<file path="src/rtl/spi_pkg.sv">
// spi_pkg: shared state encoding and default sizing for the SPI sender.
package spi_pkg;
    typedef enum logic [1:0] {IDLE, SHIFT, HOLD, GAP} spi_state_t;
    localparam int SPI_DATA_W   = 16;
    localparam int SPI_HALF_DIV = 2;
    localparam int SPI_CS_GAP   = 2;
endpackage

</file>
<file path="src/rtl/spi_clk_div.sv">
// spi_clk_div: half-period counter producing rise/fall strikes while enabled.
module spi_clk_div #(
    parameter int HALF_DIV = 2
) (
    input  logic sys_clk,
    input  logic sys_reset,
    input  logic en,
    output logic o_rise,
    output logic o_fall
);
    localparam int CW = $clog2(HALF_DIV + 1);
    logic [CW-1:0] cnt_q, cnt_d;
    logic          phase_q, phase_d;
    logic          tick;
    always_comb begin
        tick    = en && (cnt_q == CW'(HALF_DIV - 1));
        cnt_d   = (!en || tick) ? '0 : cnt_q + 1'b1;
        phase_d = !en ? 1'b0 : phase_q ^ tick;
        o_rise  = tick && !phase_q;
        o_fall  = tick && phase_q;
    end
    always_ff @(posedge sys_clk or negedge sys_reset) begin
        if (!sys_reset) begin
            cnt_q   <= '0;
            phase_q <= 1'b0;
        end else begin
            cnt_q   <= cnt_d;
            phase_q <= phase_d;
        end
    end
endmodule

</file>
<file path="src/rtl/spi_sender.sv">
// spi_sender: single-word mode-0 SPI transmit master.
// Define SPI_SENDER_LSB_FIRST_EN to send bit 0 first.
module spi_sender
    import spi_pkg::*;
#(
    parameter int DATA_W   = SPI_DATA_W,
    parameter int HALF_DIV = SPI_HALF_DIV,
    parameter int CS_GAP   = SPI_CS_GAP
) (
    input  logic              sys_clk,
    input  logic              sys_reset,
    input  logic [DATA_W-1:0] i_data,
    input  logic              i_data_en,
    output logic              spi_clk,
    output logic              spi_csn,
    output logic              spi_sdi,
    output logic              o_busy,
    output logic              o_done
);
    localparam int BW = $clog2(DATA_W + 1);
    localparam int GW = $clog2(CS_GAP + 1);
`ifdef SPI_SENDER_LSB_FIRST_EN
    localparam int FIRST = 0;
`else
    localparam int FIRST = DATA_W - 1;
`endif
    spi_state_t        state_q, state_d;
    logic [DATA_W-1:0] sr_q, sr_d, shifted;
    logic [BW-1:0]     bit_q, bit_d;
    logic [GW-1:0]     gap_q, gap_d;
    logic              clk_q, clk_d, csn_q, csn_d, sdi_q, sdi_d;
    logic              busy_q, busy_d, done_q, done_d;
    logic              rise, fall;

    spi_clk_div #(.HALF_DIV(HALF_DIV)) u_div (
        .sys_clk  (sys_clk),
        .sys_reset(sys_reset),
        .en       (state_q == SHIFT || state_q == HOLD),
        .o_rise   (rise),
        .o_fall   (fall)
    );

`ifdef SPI_SENDER_LSB_FIRST_EN
    assign shifted = {1'b0, sr_q[DATA_W-1:1]};
`else
    assign shifted = {sr_q[DATA_W-2:0], 1'b0};
`endif

    always_comb begin
        state_d = state_q;
        sr_d    = sr_q;
        bit_d   = bit_q;
        gap_d   = gap_q;
        clk_d   = clk_q;
        csn_d   = csn_q;
        sdi_d   = sdi_q;
        busy_d  = busy_q;
        done_d  = 1'b0;
        case (state_q)
            IDLE: if (i_data_en) begin
                state_d = SHIFT;
                sr_d    = i_data;
                bit_d   = '0;
                csn_d   = 1'b0;
                sdi_d   = i_data[FIRST];
                busy_d  = 1'b1;
            end
            SHIFT: if (rise) begin
                clk_d = 1'b1;
            end else if (fall) begin
                clk_d = 1'b0;
                if (bit_q == BW'(DATA_W - 1)) begin
                    state_d = HOLD;
                end else begin
                    sr_d  = shifted;
                    sdi_d = shifted[FIRST];
                    bit_d = bit_q + 1'b1;
                end
            end
            // the first strike after the last fall marks the end of the hold time
            HOLD: if (rise) begin
                state_d = GAP;
                csn_d   = 1'b1;
                sdi_d   = 1'b0;
                done_d  = 1'b1;
                gap_d   = '0;
            end
            GAP: if (gap_q == GW'(CS_GAP - 1)) begin
                state_d = IDLE;
                busy_d  = 1'b0;
            end else begin
                gap_d = gap_q + 1'b1;
            end
            default: state_d = IDLE;
        endcase
    end

    always_ff @(posedge sys_clk or negedge sys_reset) begin
        if (!sys_reset) begin
            state_q <= IDLE;
            sr_q    <= '0;
            bit_q   <= '0;
            gap_q   <= '0;
            clk_q   <= 1'b0;
            csn_q   <= 1'b1;
            sdi_q   <= 1'b0;
            busy_q  <= 1'b0;
            done_q  <= 1'b0;
        end else begin
            state_q <= state_d;
            sr_q    <= sr_d;
            bit_q   <= bit_d;
            gap_q   <= gap_d;
            clk_q   <= clk_d;
            csn_q   <= csn_d;
            sdi_q   <= sdi_d;
            busy_q  <= busy_d;
            done_q  <= done_d;
        end
    end

    assign spi_clk = clk_q;
    assign spi_csn = csn_q;
    assign spi_sdi = sdi_q;
    assign o_busy  = busy_q;
    assign o_done  = done_q;
endmodule

</file>
<file path="config.mk">
export PLATFORM = sky130hd
export DESIGN_NAME = spi_sender
export DESIGN_NICKNAME = d
export VERILOG_FILES = /design/src/rtl/spi_pkg.sv /design/src/rtl/spi_clk_div.sv /design/src/rtl/spi_sender.sv
export SDC_FILE = /design/constraint.sdc
export NUM_CORES = 1
export LEC_CHECK = 0
export ABC_AREA = 0
export BUFFER_PORTS_ARGS = -buffer_cell sky130_fd_sc_hd__buf_4
export CORE_MARGIN = 2
export CORE_UTILIZATION = 25
export CTS_BUF_LIST = sky130_fd_sc_hd__clkbuf_8
export CTS_CLUSTER_SIZE = 20
export DETAILED_ROUTE_END_ITERATION = 10
export SYNTH_ARGS = -nofsm -noshare
export SYNTH_HDL_FRONTEND = slang
export SYNTH_SLANG_ARGS = --single-unit
</file>
<file path="constraint.sdc">
create_clock -name sys_clk -period 2.75 [get_ports sys_clk]
set_input_delay 0.55 -clock sys_clk [delete_from_list [all_inputs] [get_ports sys_clk]]
set_output_delay 0.55 -clock sys_clk [all_outputs]
set_load 0.05 [all_outputs]
</file>
=== After elaboration in Yosys (flattened, before gate mapping) ===
Cells that the tools add are included.

* Bits in registers: 32
* Input bits: 19
* Word-level logic and storage cells: 88

* Add/sub/neg operators: 3
* Equality and inequality tests: 14
* Multiplexer cells: 38
* Bitwise operators: 1
* Reduce and logical (&&, ||, !) cells: 21

{| class="wikitable"
|+ Operators by type and width
! cell !! number
|-
| 15-bit two-way mux || 4
|-
| 15-bit case mux with 2 select lines || 1
|-
| 5-bit two-way mux || 4
|-
| 2-bit two-way mux || 9
|-
| 1-bit two-way mux || 14
|-
| 2-bit inequality test, second input constant || 7
|-
| 6-bit AND reduction || 2
|-
| 5-bit case mux with 2 select lines || 1
|-
| 2-bit nonzero test || 5
|-
| 3-bit AND reduction || 3
|-
| 2-bit case mux with 4 select lines || 1
|-
| 2-bit by 1-bit equality test with 1-bit output, second input constant || 3
|-
| 5-bit by 1-bit adder with 5-bit output, second input constant || 1
|-
| 5-bit by 4-bit equality test with 1-bit output, second input constant || 1
|-
| 5-bit AND reduction || 1
|-
| 2-bit by 1-bit adder with 2-bit output, second input constant || 2
|-
| 2-bit equality test, second input constant || 2
|-
| 1-bit case mux with 2 select lines || 2
|-
| 2-bit case mux with 2 select lines || 1
|-
| 1-bit logical AND || 3
|-
| 1-bit case mux with 3 select lines || 1
|-
| 3-bit nonzero test || 1
|-
| 1-bit zero test || 2
|-
| 2-bit zero test || 1
|-
| 4 further kinds || 5
|}

=== Longest topological paths before layout ===
Gate-level depths: netlist (run 1).

* Depth in word-level cells: 7
* Depth in mapped cells: 8

=== By module ===
Synthesis (run 1) repeated with hierarchy kept, for this count alone.

* Cells, all modules: 154
* Area total of the unflattened synthesis: 1645.3 um2

{| class="wikitable"
|+ Modules (own cells, without submodules)
! module !! times used !! cells each !! area each (um2)
|-
| spi_sender || 1 || 142 || 1487.7
|-
| spi_clk_div || 1 || 12 || 157.7
|}

=== Worst setup path after synthesis (run 1) ===
OpenSTA, ideal clock, no wires.

* Path kind: register -> register
* From: register state_q[0]
* To: register sr_q[10]
* Arrival: 2.401 ns
* Data required time: 2.625 ns
* Slack: 0.224 ns
* Cell stages (with the launch flop): 9
* Buffers on the path: 1
* Period minus slack after synthesis: 2.526 ns
* Cells stage by stage: dfrtp_1 > inv_1 > ha_1 > and2_1 > ha_1 > or3b_4 > a21oi_4 > buf_12 > mux2_4

* Word-level cells in the longest chain between the ends: 6
* Elaborated cells on any way between the ends: 14
* Classes of those cells: 6 x eq/ne; 1 x mux; 7 x reduce/logical

{| class="wikitable"
|+ Ends and longest elaborated chain
! element !! RTL line !! text
|-
| from (decl) || spi_sender.sv:27 || <nowiki>spi_state_t state_q, state_d;</nowiki>
|-
| from (signal assigned) || spi_sender.sv:110 || <nowiki>state_q <= state_d;</nowiki>
|-
| 2-bit by 1-bit equality test with 1-bit output / 2-bit equality test (equally long branches) || spi_sender.sv:38, spi_sender.sv:59 ||
|-
| 1-bit logical OR || spi_sender.sv:38 || <nowiki>.en (state_q == SHIFT || state_q == HOLD),</nowiki>
|-
| 1-bit logical AND || spi_clk_div.sv:16 || <nowiki>tick = en && (cnt_q == CW'(HALF_DIV - 1));</nowiki>
|-
| 1-bit logical AND, on equally long branches || spi_clk_div.sv:20, spi_clk_div.sv:19 ||
|-
| 2-bit inequality test (no source line) || -- ||
|-
| 5-bit AND reduction (no source line) || -- ||
|-
| to (signal assigned) || spi_sender.sv:111 || <nowiki>sr_q <= sr_d;</nowiki>
|-
| to (decl) || spi_sender.sv:28 || <nowiki>logic [DATA_W-1:0] sr_q, sr_d, shifted;</nowiki>
|}

Parallel ways exist; a longest one is shown, timed or not.
A chain may end at the register's enable or synchronous reset.

=== Worst setup path after layout (run 1) ===
* From: register state_q[0]
* To: register sr_q[2]

Same word-level chain as after synthesis.

==> results of run 1 <==
[path summary, 6_finish.rpt]
path / startpoint / end / slack, ns / cells past startpoint
worst max-delay path: state_q[0]$_DFFE_PN0P_ / sr_q[2]$_DFFE_PN0P_ / 0.19 / 8
worst min-delay path: sys_reset / gap_q[1]$_DFFE_PN0P_ / 0.19 / 1
worst max register to register: state_q[0]$_DFFE_PN0P_ / sr_q[2]$_DFFE_PN0P_ / 0.19 / 8
worst min register to register: u_div.cnt_q[0]$_DFF_PN0_ / u_div.cnt_q[0]$_DFF_PN0_ / 0.45 / 1
max in group asynchronous: sys_reset / spi_csn$_DFFE_PN1P_ / 2.24 / 1
min in group sys_clk: u_div.cnt_q[0]$_DFF_PN0_ / u_div.cnt_q[0]$_DFF_PN0_ / 0.45 / 1
[layer usage]
layer  share of wire, %  up-vias
met5                  0        -
li1                   -      580
met4               0.94        0
met2                 45       17
met1                 51      533
met3                3.6        4
[kinds of logic after synthesis]
| logic type | Yosys count | synth area share (%) |
|---|---|---|
| compound gates | 22 | 10.2 |
| fa+ha+maj | 12 | 8.42 |
| mux | 34 | 22.3 |
| simple gates | 30 | 9.68 |
| buf+inv | 16 | 4.35 |
| flops | 32 | 45.0 |
[layout make-up]
type                            count  area, um^2
Clock inverter                      2        7.51
Sequential cell                    32         802
Clock buffer                        6        82.6
Multi-Input combinational cell     98         903
Inverter                           12        45.0
Timing Repair Buffer               26         208
Fill cell                         727        4660
Tap cell                           96         120
[power by group]
group / internal (mW) / total, mW / leakage, nW / switching (mW)
logic: 0.0165 / 0.0303 / 0.544 / 0.0138
registers: 0.471 / 0.471 / 0.419 / 0
clock network: 0.197 / 0.371 / 0.0538 / 0.174
[Yosys cell counts, types with 2 or more instances]
| master | number |
|---|---|
| mux2_4 | 5 |
| mux2_2 | 26 |
| nor3b_1 | 2 |
| o21ai_0 | 5 |
| dfrtp_1 | 31 |
| inv_1 | 12 |
| nor2b_1 | 4 |
| ha_1 | 12 |
| nor2_1 | 5 |
| nand2b_1 | 3 |
| o22ai_1 | 2 |
| nand2_1 | 5 |
| a21oi_1 | 4 |
| nand3b_1 | 2 |
| mux2i_1 | 3 |
| clkbuf_1 | 2 |
| nand3_1 | 3 |
[sequential cells by signal (all words and copies together), names as in the netlist]
| signal | flops |
|---|---|
| state_q | 2 |
| u_div.phase_q | 1 |
| bit_q | 5 |
| spi_clk | 1 |
| o_busy | 1 |
| sr_q | 15 |
| u_div.cnt_q | 2 |
| spi_sdi | 1 |
| o_done | 1 |
| gap_q | 2 |
| spi_csn | 1 |
[per-stage QoR]
step           hold slack [ns]  util [%]  worst slack, ns
6_report                 0.192      31.7            0.186
2_1_floorplan            0.254         -            0.224
5_1_grt                  0.232      31.7           0.0279
3_5_place_dp             0.449      30.4            0.186
3_3_place_gp             0.423      30.4            0.243
4_1_cts                  0.210      31.7            0.174
==> metrics.txt, run 1 <==
status complete, no violations; CTS tree yes; vias 1134; vias in the first global route 1148; Mapped Nets 177; final global-route overflow total 0; Tot GR Track Use 9.39%; sequential area share after synthesis 45.0%; f_max 0.390 GHz; initial antenna violation count 0; final total power 872 uW; synth top area cells dfrtp_1 44%, mux2_2 16%, ha_1 8.4%; placer congestion estimate 0.722; Setup crit end kind flop; Setup Buffers After CTS 0; GRT met2 Usage 13.7%; placed inst area 2080 um^2; Lkg Pwr 1.02 nW; router iterations before antenna repair 3; worst path bufs/invs 2; Max IR drop VDD 169 uV; # nets final 206; CTS HTree Levels 2; slowest cell on the critical path or3b_4; port bufs 23; CTS clk-pin slew, worst paths 0.07 ns; Die Width 88.5 um; CP arrival 2.74 ns; CTS Hold Bufs 0; Startpoint Class flop; DP Wirelength 2410 um; Largest delay share family, worst path simple AND/OR/NAND/NOR gates; Yosys top cell by area dfrtp_1; worst-path cell chain inv_1 > ha_1 > and2_1 > ha_1 > or3b_4 > a21oi_4 > buf_12 > mux2_2; Syn Area/Cell 12.2 um^2; initial DRC count 74; worst endpoint required time 2.92 ns; largest net degree at the start of global routing 33; effective utilization at floorplan 26.1%; Clock Tree Buf Depth 2; cells resized by post-CTS repair 0; Max Cap Viol 0; Total Wirelength 3280 um; RSZ-0062 raised after global routing no; Final Setup Violations 0; Tmin final 2.56 ns; share of layout cells above drive strength 1 40.3%; P&R area growth vs syn 21.6%; Antenna diodes 0; Final Cycle Share 93.2%; Pwr Density 402 nW/um^2; clk root buf clkbuf_8; most common cell after layout, fill and taps aside dfrtp_1; num rows 30; ys flop type dfrtp_1; Placed Cells 264; Hold/Removal Path Class in -> async; commonest cells after routing, fill and taps aside 31 x dfrtp_1, 26 x mux2_2, 25 x buf_4; EDFF count, synth 0; Netlist cell types 37; CTS buffer count 5; Post-Synthesis Cells 146; # IOs 24; CP most frequent cell ha_1; Die Y 88.5 um; Worst Tran Pin Value 0.493 ns; Max Slew Vio Count 0; met3 usage 2.05%; first-pass GRT wire length 5590 um; Post-Layout Cell Count 272; Critical Path Fanout Max 19; design area 2170 um^2; M1 GR Usage 12.9%; share of the synthesized area in the top cell type 43.5%; core area 6830 um^2; final hold viol count 0; synthesized area 1780 um^2; DR vias/cell 4.17; Final ANT Viol Nets 0; setup TNS 0 ns; die area 7820 um^2; Worst-Skew Late Latency 0.28 ns; DR WL/cell 12.1 um; asr flop ratio synth 100%; Sink Count 32; Residual DRC 0; slowest stage delay, CP 0.46 ns; worst clock skew 0.00341 ns; YS warnings 0; kind of critical path reg -> reg; grt peak-use layer met2; Rel. slew slack 67.1%; synthesized flop and latch total 32
Note: power is estimated with default switching activity, not from simulation.
==> run 2, diff against run 1 <==
--- a/config.mk
+++ b/config.mk
@@ -7,11 +7,14 @@
 export LEC_CHECK = 0
 export ABC_AREA = 0
 export BUFFER_PORTS_ARGS = -buffer_cell sky130_fd_sc_hd__buf_4
+export CELL_PAD_IN_SITES_DETAIL_PLACEMENT = 1
+export CELL_PAD_IN_SITES_GLOBAL_PLACEMENT = 1
 export CORE_MARGIN = 2
 export CORE_UTILIZATION = 25
 export CTS_BUF_LIST = sky130_fd_sc_hd__clkbuf_8
 export CTS_CLUSTER_SIZE = 20
 export DETAILED_ROUTE_END_ITERATION = 10
+export PLACE_DENSITY_LB_ADDON = 0.1
 export SYNTH_ARGS = -nofsm -noshare
 export SYNTH_HDL_FRONTEND = slang
 export SYNTH_SLANG_ARGS = --single-unit
==> run 2 against run 1 <==
Sequential share of layout area decreased by 0.23 points. Flip-flop and latch count unchanged. Largest power group unchanged. Clock-buffer cell count is 1 higher. Routed wire length increased by 15%. Clock power rose by 5.9%. Highest routed layer unchanged.
==> metrics.txt, run 2 (same netlist as run 1, synthesis figures left out) <==
status complete, no violations; Max IR drop VDD 144 uV; Critical Path Fanout Max 6; Tot GR Track Use 10.7%; Total Wirelength 3780 um; Final Setup Violations 0; num rows 30; sw power 184 uW; CTS buffer count 5; clock power share 44.0%; Max Cap Viol 0; Sink Count 32; sw frac 20.6%; DR WL/cell 14.0 um; CP startpoint state_q[0]$_DFFE_PN0P_; # IOs 24; worst clock skew 0.00450 ns; Hold/Removal Path Class in -> async; port bufs 23; met2 wire len 1790 um; Die Y 88.5 um; CP arrival 2.75 ns; die area 7820 um^2; router iterations before antenna repair 3; DR vias/cell 4.38; Die Width 88.5 um; max reg flops 15; initial DRC count 31; FF-to-FF Start state_q[0]$_DFFE_PN0P_; CTS tree yes; slowest stage delay, CP 0.45 ns; vias in the first global route 1333; largest net degree at the start of global routing 33; share of layout cells above drive strength 1 41.4%; final hold viol count 0; Pwr Density 410 nW/um^2; clk root buf clkbuf_8; initial antenna violation count 0; CP most frequent cell ha_1; worst endpoint required time 2.92 ns; kind of critical path reg -> reg; CTS HTree Levels 2; slowest cell on the critical path or3b_4; P&R area growth vs syn 22.4%; Clock Tree Buf Depth 2; vias 1182; DP Wirelength 2800 um; WL met3 125 um; core area 6830 um^2; Setup crit end kind flop; Rel. slew slack 59.0%; wl on met1 1840 um; Setup Buffers After CTS 0; worst-path cell chain inv_1 > ha_1 > and2_1 > ha_1 > or3b_4 > a2111oi_4 > mux2_2; RSZ-0062 raised after global routing no; Max Slew Vio Count 0; final total power 894 uW; Final ANT Viol Nets 0; f_max 0.387 GHz; Antenna diodes 0; top sig layer met4; Tmin final 2.58 ns; Int Power 710 uW; Worst-Skew Late Latency 0.28 ns; first-pass GRT wire length 6450 um; Residual DRC 0; Lkg Pwr 1.01 nW; commonest cells after routing, fill and taps aside 31 x dfrtp_1, 26 x mux2_2, 23 x buf_4; Worst Tran Pin Value 0.615 ns; effective utilization at floorplan 26.1%; placer congestion estimate 0.725; most common cell after layout, fill and taps aside dfrtp_1; CTS clk-pin slew, worst paths 0.07 ns; Startpoint Class flop; final global-route overflow total 0; # nets final 205; Final Cycle Share 93.8%; Flop pwr share 52.6%; setup TNS 0 ns; Largest Register sr_q; Top Registers sr_q: 15 flops, bit_q: 5 flops; Gate power share 3.4%
## run 2: timing repair
item | 4_1_cts | 5_1_grt
hold buffers | 0 | 0
resized for setup | 0 | 1
setup endpoints to repair | 0 | 3
## run 2: worst max-delay path, delay by kind of cell, from the launching register on
kind            cells  cell delay, ns
simple gates        2            0.66
mux                 1            0.37
buf+inv             1            0.10
fa+ha+maj           2            0.60
compound gates      1            0.36
flops               1            0.39
## run 2: routing by layer
layer | vias to the layer above | track usage [%]
met1 | 590 | 14.2
met2 | 18 | 17.4
met5 | - | 0
met3 | 4 | 3.08
met4 | 0 | 2.48
li1 | 570 | -
## run 2: through the flow
step	worst slack [ns]	instance area (um^2)	cells	util, %	hold slack, ns
4_1_cts	0.0904	2180	270	31.9	0.225
3_5_place_dp	0.102	2080	263	30.5	0.439
2_1_floorplan	0.224	1780	146	-	0.254
3_3_place_gp	0.231	2080	263	30.5	0.419
5_1_grt	0.00367	2180	270	31.9	0.240
6_report	0.169	2180	270	31.9	0.203
## run 2: power by group through the flow
| stage | clock network, mW | registers (mW) | logic (mW) |
|---|---|---|---|
| 2_1_floorplan | 0 | 0.480 | 0.000737 |
| 3_3_place_gp | 0 | 0.479 | 0.0318 |
| 3_5_place_dp | 0 | 0.479 | 0.0325 |
| 4_1_cts | 0.411 | 0.470 | 0.0325 |
| 5_1_grt | 0.434 | 0.470 | 0.0352 |
| 6_report | 0.393 | 0.471 | 0.0304 |
## run 2: area by class of cell
class                      instances  area [um^2]
tap                               96          120
fill                             776         4650
multi-input combinational         98          906
clock buffer                       7         96.3
timing repair buffer              25          213
inverter                          12         45.0
sequential                        32          802
## run 2: final timing paths
check	to	slack, ns	depth (start not counted)
setup / recovery	spi_sdi$_DFFE_PN0P_	0.17	7
hold / removal	o_busy$_DFFE_PN0P_	0.20	1
setup reg to reg	spi_sdi$_DFFE_PN0P_	0.17	7
hold reg to reg	u_div.cnt_q[0]$_DFF_PN0_	0.44	1
max in group asynchronous	spi_csn$_DFFE_PN1P_	2.21	1
min in group sys_clk	u_div.cnt_q[0]$_DFF_PN0_	0.44	1
==> run 3, diff against run 2 <==
--- a/config.mk
+++ b/config.mk
@@ -5,7 +5,7 @@
 export SDC_FILE = /design/constraint.sdc
 export NUM_CORES = 1
 export LEC_CHECK = 0
-export ABC_AREA = 0
+export ABC_AREA = 1
 export BUFFER_PORTS_ARGS = -buffer_cell sky130_fd_sc_hd__buf_4
 export CELL_PAD_IN_SITES_DETAIL_PLACEMENT = 1
 export CELL_PAD_IN_SITES_GLOBAL_PLACEMENT = 1
==> run 3 against run 2 <==
Hold slack improved by 0.0051 ns. Via count increased by 20%. Design area decreased by 2.8%. Synthesized area decreased by 0.49%. Critical path type unchanged. Core utilization decreased by 0.90 points. Largest power group is now combinational cells.
==> metrics.txt, run 3 <==
status complete, no violations; asr flop ratio synth 100%; core area 6830 um^2; share of the synthesized area in the top cell type 43.7%; Pwr Density 1120 nW/um^2; final global-route overflow total 0; CTS HTree Levels 2; CP arrival 2.44 ns; Sink Count 32; largest net degree at the start of global routing 39; Die Width 88.2 um; most frequent cells after synthesis 60 x nand2_1, 31 x dfrtp_1, 24 x inv_1, 21 x o21ai_0, 18 x or2_2; Rel. slew slack 64.4%; Post-Synth Adder-Cell Area 8.46%; DR WL/cell 11.7 um; kind of critical path reg -> reg; num rows 30; CTS clk-pin slew, worst paths 0.07 ns; Post-Synth XOR/XNOR Area 0%; Max Slew Vio Count 0; CTS tree yes; Tot GR Track Use 11.5%; Largest Register sr_q; Worst-Skew Late Latency 0.28 ns; placer congestion estimate 0.705; CTS buffer count 5; worst clock skew 0.00346 ns; Max Cap Viol 0; router iterations before antenna repair 4; most frequent cell after synthesis nand2_1; Mapped Nets 245; Residual DRC 0; RSZ-0062 raised after global routing no; sequential area share after synthesis 45.2%; synth top area cells dfrtp_1 44%, nand2_1 13%, ha_1 8.5%; Final Setup Violations 0; Startpoint Class flop; DR vias/cell 4.21; largest family of logic cells by synthesized area simple AND/OR/NAND/NOR gates; Yosys top cell by area dfrtp_1; vias in the first global route 1460; first-pass GRT wire length 6890 um; final setup margin 0.516 ns; f_max 0.448 GHz; die area 7790 um^2; Final Cycle Share 81.2%; Setup WS pre-CTS 0.501 ns; ys flop type dfrtp_1; most common cell after layout, fill and taps aside nand2_1; Netlist cell types 19; Worst Tran Pin Value 0.534 ns; initial antenna violation count 0; worst endpoint required time 2.96 ns; Total Wirelength 3930 um; post-synthesis compound-gate area fraction 13.8%; Die Y 88.2 um; Lkg Pwr 1.06 nW; DP Wirelength 2790 um; # nets final 270; effective utilization at floorplan 26.0%; Top Registers sr_q: 15 flops, bit_q: 5 flops; Final ANT Viol Nets 0; fill cell count 847; # IOs 24; hold slack 0.208 ns; initial DRC count 41; P&R area growth vs syn 19.5%; Critical Path Fanout Max 38; Hold/Removal Path Class in -> async; Post-Synthesis Cells 214; mux cell area share after synthesis 0%; vias 1414; share of layout cells above drive strength 1 25.4%; Setup crit end kind flop; Antenna diodes 0; port bufs 23; Syn Area/Cell 8.29 um^2; setup TNS 0 ns; commonest cells after routing, fill and taps aside 60 x nand2_1, 31 x dfrtp_1, 26 x inv_1; Max IR drop VDD 263 uV; max reg flops 15; Setup Buffers After CTS 0; final hold viol count 0; clk root buf clkbuf_8; cells resized by post-CTS repair 0; CTS Hold Bufs 0; synthesized area 1770 um^2; simple-gate portion of the synthesized area 24.5%; Tmin final 2.23 ns; YS warnings 0; synthesized flop and latch total 32; EDFF count, synth 0; Clock Tree Buf Depth 2
[run 3: changes by cell type after synthesis, sizes merged, moves of 4 or more]
cell,before,now
mux2,31,0
nand3,3,8
nor2b,4,0
or2,1,18
inv,12,24
nand2,5,60
o21ai,5,39
a21oi,5,1
[run 3: per-stage QoR]
stage | cell area, um^2 | power [mW] | std cells | utilization [%]
3_5_place_dp | 2030 | 2.05 | 328 | 29.7
4_1_cts | 2120 | 2.44 | 336 | 31.0
2_1_floorplan | 1770 | 1.78 | 214 | -
6_report | 2120 | 2.38 | 336 | 31.0
5_1_grt | 2120 | 2.66 | 336 | 31.0
3_3_place_gp | 2030 | 2.04 | 328 | 29.7
[run 3: worst paths after layout]
kind,start,end,slack [ns],cells after the start
max in group asynchronous,sys_reset,spi_csn$_DFFE_PN1P_,2.21,1
worst min-delay path,sys_reset,gap_q[0]$_DFFE_PN0P_,0.21,1
worst max-delay path,state_q[0]$_DFFE_PN0P_,sr_q[0]$_DFFE_PN0P_,0.52,12
min in group sys_clk,u_div.cnt_q[0]$_DFF_PN0_,u_div.cnt_q[0]$_DFF_PN0_,0.44,1
worst min register to register,u_div.cnt_q[0]$_DFF_PN0_,u_div.cnt_q[0]$_DFF_PN0_,0.44,1
worst max register to register,state_q[0]$_DFFE_PN0P_,sr_q[0]$_DFFE_PN0P_,0.52,12
[run 3: cell type report]
cell class	count	area [um^2]	area share (%)
clock inverters	2	7.51	0.354
multi-input cells	151	831	39.2
inverters	24	90.1	4.25
flip-flops and latches	32	802	37.8
repair buffers	25	188	8.85
well taps	96	120	5.66
clock buffers	6	82.6	3.89
[run 3: cells by family after synthesis]
logic type / count (synthesis)
simple gates: 98
compound gates: 41
flops: 32
buf+inv: 31
fa+ha+maj: 12
[run 3: routing by layer]
metal | vias up | global-route usage (%) | wire, um
li1 | 732 | - | -
met1 | 661 | 16.9 | 2130
met2 | 19 | 16.2 | 1630
met3 | 2 | 3.92 | 140
met4 | 0 | 2.48 | 19
met5 | - | 0 | 0
[run 3: power breakdown]
part	switching [mW]	internal (mW)	total (mW)
Sequential	0.105	0.668	0.773
Clock	0.176	0.197	0.372
Combinational	0.802	0.434	1.24
[run 3: worst max-delay path: stages (launching register included)]
cell	delay [ns]
dfrtp_1	0.40
inv_1	0.10
ha_1	0.35
nand2_1	0.07
inv_1	0.09
ha_1	0.22
inv_1	0.05
nand2_1	0.05
nand2_1	0.11
nand3_1	0.13
buf_4	0.38
nand2_1	0.11
o21ai_2	0.08
